<file path="src/rtl/key_event_unit.sv">
// Multi-channel push-button front end: synchroniser, debouncer, edge pulse
// stretcher, long-press strobe and sticky event flags feeding one interrupt.
module key_event_unit #(
    parameter int    WIDTH         = 2,
    parameter string POLARITY      = "LOW",
    parameter int    TIMEOUT       = 50000,
    parameter int    TIMEOUT_WIDTH = 16,
    parameter int    EDGE_TYPE     = 1,
    parameter int    PULSE_EXT     = 1,
    parameter int    LONG_TIMEOUT  = 50000000,
    parameter int    LONG_WIDTH    = 26
) (
    input  logic             clk,
    input  logic             rst_n,
    input  logic [WIDTH-1:0] key_in,
    output logic [WIDTH-1:0] level,
    output logic [WIDTH-1:0] pulse_out,
    output logic [WIDTH-1:0] long_pulse,
    output logic [WIDTH-1:0] evt_press,
    output logic [WIDTH-1:0] evt_release,
    output logic [WIDTH-1:0] evt_long,
    input  logic [WIDTH-1:0] evt_clr,
    output logic             irq
);

    localparam logic IDLE_RAW = (POLARITY == "LOW");
    localparam int   EXT_W    = $clog2(PULSE_EXT + 1);

    logic [WIDTH-1:0] sync_p0;
    logic [WIDTH-1:0] sync_p1;
    logic [WIDTH-1:0] act;

    // Synchroniser resets to the idle raw level so reset never looks like a press
    always_ff @(posedge clk) begin
        if (!rst_n) begin
            sync_p0 <= {WIDTH{IDLE_RAW}};
            sync_p1 <= {WIDTH{IDLE_RAW}};
        end else begin
            sync_p0 <= key_in;
            sync_p1 <= sync_p0;
        end
    end

    assign act = IDLE_RAW ? ~sync_p1 : sync_p1;

    for (genvar i = 0; i < WIDTH; i++) begin : g_ch
        logic                     state;
        logic                     state_d;
        logic                     rise;
        logic                     fall;
        logic                     sel_edge;
        logic                     long_hit;
        logic                     long_done;
        logic                     long_strobe;
        logic                     flag_press;
        logic                     flag_release;
        logic                     flag_long;
        logic [TIMEOUT_WIDTH-1:0] db_cnt;
        logic [EXT_W-1:0]         ext_cnt;
        logic [LONG_WIDTH-1:0]    long_cnt;

        assign rise     = state & ~state_d;
        assign fall     = ~state & state_d;
        assign sel_edge = (EDGE_TYPE == 0) ? fall :
                          (EDGE_TYPE == 1) ? rise : (rise | fall);
        assign long_hit = state && (long_cnt == LONG_WIDTH'(LONG_TIMEOUT - 1));

        always_ff @(posedge clk) begin
            if (!rst_n) begin
                state        <= 1'b0;
                state_d      <= 1'b0;
                db_cnt       <= '0;
                ext_cnt      <= '0;
                long_cnt     <= '0;
                long_done    <= 1'b0;
                long_strobe  <= 1'b0;
                flag_press   <= 1'b0;
                flag_release <= 1'b0;
                flag_long    <= 1'b0;
            end else begin
                if (act[i] == state) begin
                    db_cnt <= '0;
                end else if (db_cnt == TIMEOUT_WIDTH'(TIMEOUT - 1)) begin
                    state  <= act[i];
                    db_cnt <= '0;
                end else begin
                    db_cnt <= db_cnt + 1'b1;
                end
                state_d <= state;

                // Reload rather than queue: overlapping edges stretch one pulse
                if (sel_edge) begin
                    ext_cnt <= EXT_W'(PULSE_EXT);
                end else if (ext_cnt != '0) begin
                    ext_cnt <= ext_cnt - 1'b1;
                end

                // Counter saturates; long_done keeps the strobe to one per press
                if (!state) begin
                    long_cnt  <= '0;
                    long_done <= 1'b0;
                end else if (!long_hit) begin
                    long_cnt <= long_cnt + 1'b1;
                end else begin
                    long_done <= 1'b1;
                end
                long_strobe <= long_hit && !long_done;

                flag_press   <= rise | (flag_press & ~evt_clr[i]);
                flag_release <= fall | (flag_release & ~evt_clr[i]);
                flag_long    <= long_strobe | (flag_long & ~evt_clr[i]);
            end
        end

        assign level[i]       = state;
        assign pulse_out[i]   = (ext_cnt != '0);
        assign long_pulse[i]  = long_strobe;
        assign evt_press[i]   = flag_press;
        assign evt_release[i] = flag_release;
        assign evt_long[i]    = flag_long;
    end

    always_ff @(posedge clk) begin
        if (!rst_n) begin
            irq <= 1'b0;
        end else begin
            irq <= |{evt_press, evt_release, evt_long};
        end
    end

endmodule

</file>
<file path="config.mk">
export PLATFORM = sky130hd
export DESIGN_NAME = key_event_unit
export DESIGN_NICKNAME = d
export VERILOG_FILES = /design/src/rtl/key_event_unit.sv
export SDC_FILE = /design/constraint.sdc
export NUM_CORES = 1
export LEC_CHECK = 0
export ABC_AREA = 1
export CORE_MARGIN = 2
export CORE_UTILIZATION = 45
export DETAILED_ROUTE_END_ITERATION = 6
export SLEW_MARGIN = 25
export SYNTH_ARGS = -nofsm -noshare
export SYNTH_HDL_FRONTEND = slang
export SYNTH_SLANG_ARGS = --single-unit
</file>
<file path="constraint.sdc">
create_clock -name clk -period 1.5 [get_ports clk]
set_input_delay 0.3 -clock clk [delete_from_list [all_inputs] [get_ports clk]]
set_output_delay 0.3 -clock clk [all_outputs]
set_load 0.005 [all_outputs]
</file>
### Word level (Yosys, flattened, before mapping)

Cells that the tools add are included.

* add/sub/neg operators: 6
* eq/ne operators: 6
* mux-type cells: 4
* bitwise operators: 26
* reduce and logical (&&, ||, !) cells: 13

Operators with widths (number)
* 26-bit by 1-bit adder with 26-bit output (second input constant): 2
* 26-bit == test (second input constant): 2
* 16-bit by 1-bit adder with 16-bit output (second input constant): 2
* 16-bit == test (second input constant): 2
* 1-bit bitwise AND: 10
* 1-bit inverter: 9
* 2-bit AND reduction: 4
* 1-bit OR: 6
* 3-bit OR reduction: 2
* 6-bit OR reduction: 1
* 1-bit logical AND: 4
* 1-bit 2-to-1 mux: 4
* 1-bit == test: 2
* 1-bit zero test: 2
* 2-bit inverter: 1
* 1-bit subtractor (second input constant): 2

* register bits: 105
* bits of input ports: 6
* output and inout bits: 13
* logic and storage cells: 78

### Logic depth before layout (Yosys ltp)

Gate-level depths: netlist of the first run.

* word-level depth: 4
* depth in mapped cells: 9
* depth with buffers taken out: 8

### Least setup slack after synthesis of the first run

OpenSTA, ideal clock, no wires.

* path kind: register -> register
* start point: reg g_ch[1].db_cnt[0]
* end point: reg g_ch[1].db_cnt[10]
* library setup time: 0.122 ns
* arrival: 1.187 ns
* required time: 1.378 ns
* slack: 0.192 ns
* cell stages (with the launch flop): 8
* path buffers: 1
* clock period less this slack: 1.308 ns
* cells stage by stage: dfxtp_1 ha_1 nand3_1 nor2_1 nand2_1 nand2_2 buf_6 a21oi_1

* cells in the longest elaborated chain, start to end: 2
* elaborated cells on any way between the ends: 3
* those cells by class: add/sub (1); eq/ne (1); reduce/logical (1)

RTL lines
* from (decl): line 58 `logic [TIMEOUT_WIDTH-1:0] db_cnt;`
* from (signal assigned): line 87 `db_cnt <= db_cnt + 1'b1;`
* parallel branches: the longest is 2 deep, another holds 16-bit by 1-bit adder with 16-bit output

Parallel ways; which one is timed is not known.
A chain may end at the register's enable or synchronous reset.

### Worst setup path after layout of the first run

* start point: reg irq
* end point: out irq

RTL lines
* from (decl): line 23 `output logic irq`
* from (signal assigned): line 127 `irq <= |{evt_press, evt_release, evt_long};`

No word-level cell between the ends.

==> impl_metrics.ini, run 1 <==
[global_route]
grt_usage_pct = 19.8
grt_pass1_vias = 4518
gr-total-overflow = 0
grt_max_degree = 17
antenna_found_initial = 0
grt_pass1_wl_mm = 20.7

[worst_setup_path]
critical_path_class = reg -> out
cp_cell_sequence = clkdlybuf4s50_1
crit_arrival_ns = 1.15
cpMaxStageDelayCell = clkdlybuf4s50_1
crit_required_ns = 1.20
r2r_start = g_ch[1].long_cnt[1]$_SDFFE_PN0N_
critPathCaptureType = output port
critPathMaxStageDelay_ns = 0.49
rr_worst_depth = 8
path_delay_family = buffers and inverters
r2r_end = g_ch[1].long_cnt[1]$_SDFFE_PN0N_
cp_max_fo = 1
critPathBufInv = 1
r2r_slack_ns = 0.09
crit_path_start_kind = register

[sta]
rsz0062_at_grt = yes
setup_viol = 0
worstMarginPinSlew_ns = 0.293
fin_hold_ws_ns = 0.418
maxSlewHeadroom_pct = 80.3
slew_viol_final = 0
fmaxAchievable_mhz = 692
setup_ws_ns = 0.0542
layout_min_cycle_time_ns = 1.45
finalClockSkew_ns = 0.00665
layout_worst_path_cycle_share_pct = 96.4
hold_violations = 0

[clock_network]
cts.clk_slew.worst_paths_ns = 0.07
cts_tree = yes
cts_max_path_buffers = 2
cts-root-buf = clkbuf_16
cts_buffers = 9
hold_buffers = 0
htree_levels = 3
clock_latency_ns = 0.34
cts.sinks = 105

[logic_synthesis]
synth-main-ff-cell = dfxtp_1
synth_top_area_share_pct = 39.8
synth_seq_cells = 105
yosys-top-cells-count = 164 x nand2_1, 118 x nor2_1, 105 x dfxtp_1
yosys_warnings = 0
synth_top_area_cell = dfxtp_1
netlist_area_um2 = 5290
synth_edf_count = 0
synthCells = 770
synth_area_leaders = dfxtp_1 40%, nand2_1 12%, nor2_1 8.4%
synth_area_per_cell_um2 = 6.86
synth.distinct_cells = 33
async_reset_ff_share_pct = 0
synth_seq_area_share_pct = 39.8
synth_most_common_cell = nand2_1
synthesis.nets = 780

[layout]
nets = 818
regArea_um2 = 2130
antenna_cells = 0
multi_input_area_um2 = 2780
drive_above_1_share_pct = 13.8
area_growth_pct = 16.3
stdcell_count = 956
nFillCells = 1138

[route]
wl_per_cell_um = 12.2
antenna_left = 0
routed_wl_mm = 11.7
vias_per_cell = 5.00
dr.pass1.iters = 4
drc = 0
route.vias.total = 4780
drt_iter0_markers = 253

[min_path]
min_to = sync_p1[1]$_SDFF_PN1_
hold_class = reg -> reg
hp-start = sync_p0[1]$_SDFF_PN1_
hold_depth = 1

[power_and_ir_drop]
power_density_nw_per_um2 = 804
p_leak_nw = 2.19
irDropWorstVdd_mv = 0.915

[floorplanning]
dieHeight_um = 112
die_area_um2 = 12600
io_pins = 19
core_um2 = 11400
die_w_um = 112
initial_core_util_pct = 46.3
num_rows = 39

[placed_design]
numPlacedInstances = 934
place_congestion = 0.858
dpl.hpwl_mm = 8.72
place_worst_setup_slack_ns = -0.190
io_buffers = 18

[status]
status = finished, final reports clean

[job]
max_cap_violations = 0
==> power by group <==
group	leakage (nW)	internal, W	switching [W]
combinational	1.21	0.0000251	0.0000261
clock	0.130	0.00112	0.000980
sequential	0.855	0.00279	0.00000343
==> flip-flops by register name, summed over array words and instances (netlist names) <==
register,flops
g_ch.long_cnt,52
g_ch.db_cnt,32
g_ch.ext_cnt,2
g_ch.flag_long,2
g_ch.flag_press,2
g_ch.flag_release,2
g_ch.long_done,2
g_ch.long_strobe,2
g_ch.state,2
g_ch.state_d,2
sync_p0,2
sync_p1,2
irq,1
==> final cells by class <==
class / instances / area share [%]
Multi-Input combinational cell: 548 / 45.2
Inverter: 98 / 5.98
Sequential cell: 105 / 34.6
Clock inverter: 4 / 0.326
Clock buffer: 12 / 3.85
Timing Repair Buffer: 46 / 7.16
Tap cell: 143 / 2.91
==> per-stage QoR <==
step	cell area, um2	utilization [%]	TNS [ns]	total power, W
after floorplan	5290	-	0	0.00288
after CTS	6010	52.7	0	0.00502
final	6150	53.8	0	0.00494
after global placement	5710	50.0	-4.01	0.00291
after detailed placement	5710	50.0	-5.88	0.00291
after global routing	6150	53.8	-0.00185	0.00515
==> worst register-to-register path, delay by kind of cell, from the launching register on <==
family / cells / cell delay [ns]
flip-flops: 1 / 0.36
adder cells (fa/ha/maj): 1 / 0.15
AND/OR/NAND/NOR: 6 / 0.68
buffers and inverters: 1 / 0.10
==> per-layer routing <==
metal / vias to the layer above / global-route usage, % / routed length (um)
li1: 2530 / - / -
met1: 2167 / 26.9 / 5740
met2: 66 / 31.3 / 5340
met3: 17 / 4.43 / 387
met4: 0 / 6.75 / 196
met5: - / 0 / 0
==> cells by family after synthesis <==
| logic type | Yosys count | share of synthesized area [%] |
|---|---|---|
| simple gates | 427 | 37.1 |
| buf+inv | 117 | 9.52 |
| flops | 105 | 39.8 |
| compound gates | 97 | 9.40 |
| xor+xnor | 20 | 3.31 |
| fa+ha+maj | 4 | 0.947 |
==> timing repair <==
action	in CTS	in global routing
pin swaps	1	5
setup buffers	2	4
setup endpoints to repair	12	68
hold endpoints to repair	0	0
resized for setup	18	33
==> how the worst max path moves through the flow <==
stage / start / slack [ns] / cells after the start / to
floorplan: g_ch[1].db_cnt[0]$_SDFF_PP0_ / 0.19 / 7 / g_ch[1].db_cnt[10]$_SDFF_PP0_
global placement: rst_n / -0.14 / 6 / g_ch[1].db_cnt[2]$_SDFF_PP0_
detailed placement: rst_n / -0.19 / 6 / g_ch[0].db_cnt[10]$_SDFF_PP0_
CTS: g_ch[1].long_strobe$_SDFF_PN0_ / 0.0005 / 1 / long_pulse[1]
global route: g_ch[0].db_cnt[0]$_SDFF_PP0_ / -0.002 / 8 / g_ch[0].db_cnt[9]$_SDFF_PP0_
finish: irq$_SDFF_PN0_ / 0.05 / 1 / irq
==> cells in the final DEF (no fill, tap or decap), drive strengths merged <==
| cell | synthesis | layout |
|---|---|---|
| clkdlybuf4s50 | 0 | 7 |
| a31oi | 1 | 1 |
| nor2 | 138 | 138 |
| dlygate4sd2 | 0 | 4 |
| a21oi | 70 | 70 |
| nand3b | 6 | 6 |
| nor2b | 2 | 2 |
| clkbuf | 1 | 12 |
| dfxtp | 105 | 105 |
| clkinv | 1 | 5 |
| dlymetal6s2s | 0 | 7 |
| nor3b | 2 | 2 |
| ha | 4 | 4 |
| nand4 | 13 | 13 |
| nor4 | 1 | 1 |
| xnor2 | 6 | 6 |
| inv | 97 | 97 |
| xor2 | 14 | 14 |
| o21ai | 23 | 23 |
| nand2 | 171 | 171 |
| nand3 | 62 | 62 |
| o21a | 1 | 1 |
| buf | 18 | 28 |
| or2 | 8 | 8 |
| a31o | 2 | 2 |
| nor3 | 24 | 24 |
(Power assumes the default switching activity.)
==> inputs of run 2 (changes only) <==
PLACE_DENSITY = 0.64   (was default)
==> run 2 against run 1 <==
- total power up 2.6%
- via count shrank 1.4%
- final cell count decreased by 0.73%
- core utilization fell by 0.38 points
- setup slack improved by 0.0052 ns
- maximum frequency rose by 0.36%
- register-to-register slack hardly changed
- global-route usage decreased by 1.4 points
- sequential share of layout area grew 0.17 points
- clock skew about the same
- wire length is 2.5% lower
- critical endpoint is now pulse_out[1]
- largest cell class unchanged
==> impl_metrics.ini, run 2 (synthesis gave the netlist of run 1 again) <==
[global_route]
grt_pass1_wl_mm = 19.1
grt_usage_pct = 18.4
antenna_found_initial = 0
grt_max_degree = 19
grt_pass1_vias = 4291
gr-total-overflow = 0

[sta]
worstMarginPinSlew_ns = 0.360
setup_viol = 0
slew_viol_final = 0
finalClockSkew_ns = 0.00682
fin_hold_ws_ns = 0.416
rsz0062_at_grt = yes
layout_worst_path_cycle_share_pct = 96.0
hold_violations = 0
layout_min_cycle_time_ns = 1.44
maxSlewHeadroom_pct = 75.8
fmaxAchievable_mhz = 694

[layout]
stdcell_area_um2 = 6100
antenna_cells = 0
final_core_utilization_pct = 53.5
reg_top3 = g_ch.long_cnt x52, g_ch.db_cnt x32
drive_above_1_share_pct = 13.5
nets = 812
final_common_cell = nand2_1
regMostFlops = g_ch.long_cnt
stdcell_count = 949
area_growth_pct = 15.5
largest_reg_flops = 52
mostFrequentLayoutCells = 163 x nand2_1, 112 x nor2_1, 94 x inv_1

[min_path]
hold_class = reg -> reg

[clock_network]
cts_tree = yes
hold_buffers = 0
cts.sinks = 105
htree_levels = 3
cts_max_path_buffers = 2
cts_buffers = 9
cts-root-buf = clkbuf_16
cts.clk_slew.worst_paths_ns = 0.07
clock_latency_ns = 0.34

[route]
drt_iter0_markers = 264
drc = 0
antenna_left = 0
vias_per_cell = 4.97
wl_per_cell_um = 12.0
routed_wl_mm = 11.4
dr.pass1.iters = 4
route.vias.total = 4714

[worst_setup_path]
crit_required_ns = 1.20
critPathBufInv = 1
critPathCaptureType = output port
r2r_slack_ns = 0.10
cp_max_fo = 1
critical_path_class = reg -> out
path_delay_family = buffers and inverters
cpMaxStageDelayCell = clkdlybuf4s50_1
cp_cell_sequence = clkdlybuf4s50_1
critPathMaxStageDelay_ns = 0.49
crit_path_start_kind = register
crit_arrival_ns = 1.14

[job]
max_cap_violations = 0

[floorplanning]
die_w_um = 112
io_pins = 19
die_area_um2 = 12600
initial_core_util_pct = 46.3
core_um2 = 11400
num_rows = 39
dieHeight_um = 112

[placed_design]
place_congestion = 0.903
io_buffers = 18
place_area_um2 = 5650
dpl.hpwl_mm = 8.54
numPlacedInstances = 928

[power_and_ir_drop]
power_density_nw_per_um2 = 831
report.power.total_w = 0.00507
irDropWorstVdd_mv = 0.693
p_leak_nw = 2.11

[status]
status = finished, final reports clean
==> run 2: cell types whose count changed in the layout (fill, tap and decap cells not counted), moves of 2 or more <==
cell,before,now
buf_4,25,19
dlymetal6s2s_1,7,3
inv_2,1,3
dfxtp_2,14,10
nor3_2,3,5
dlygate4sd2_1,4,7
clkbuf_8,0,3
clkbuf_1,3,0
nor3_1,21,19
dfxtp_1,89,93
inv_1,96,94
==> run 2: final cells by class <==
type / instances / area [um2]
Inverter: 98 / 368
Clock inverter: 3 / 15.0
Fill cell: 1124 / 5320
Timing Repair Buffer: 39 / 362
Tap cell: 143 / 179
Multi-Input combinational cell: 549 / 2790
Sequential cell: 105 / 2120
Clock buffer: 12 / 267
==> run 2: final timing paths <==
kind / cells after the start / endpoint / startpoint
min: 1 / sync_p1[0]$_SDFF_PN1_ / sync_p0[0]$_SDFF_PN1_
max: 1 / pulse_out[1] / g_ch[1].ext_cnt$_SDFF_PN0_
max reg2reg: 7 / g_ch[1].long_cnt[10]$_SDFFE_PN0N_ / g_ch[1].long_cnt[1]$_SDFFE_PN0N_
min reg2reg: 1 / sync_p1[0]$_SDFF_PN1_ / sync_p0[0]$_SDFF_PN1_
==> run 2: layer usage <==
layer	global-route usage (%)	part of all wire [%]	vias up
met4	6.34	1.4	0
met3	3.78	3.0	11
met2	30.1	46	53
li1	-	-	2512
met5	0	0	-
met1	24.4	50	2138
==> run 2: timing repair <==
item	4_1_cts	5_1_grt
gates cloned	0	1
resized for setup	17	34
endpoints found under the setup margin	10	61
buffers inserted	2	3
pin swaps	0	6
==> run 2: power by group <==
part           leakage [nW]  internal, W  switching [W]
combinational          1.11    0.0000239      0.0000253
clock                 0.144      0.00124       0.000985
sequential            0.853      0.00279     0.00000356
total                  2.11      0.00406        0.00101
==> run 2: stage by stage <==
step           TNS (ns)  setup slack (ns)
4_1_cts               0           0.00130
2_1_floorplan         0             0.192
5_1_grt         -0.0715           -0.0283
3_5_place_dp      -8.12            -0.226
6_report              0            0.0594
3_3_place_gp      -6.32            -0.175
==> inputs of run 3 (changes only) <==
SLEW_MARGIN = default   (was 25)
==> results of run 3 <==
The final DEF is identical to that of run 2; final timing and power are the same.
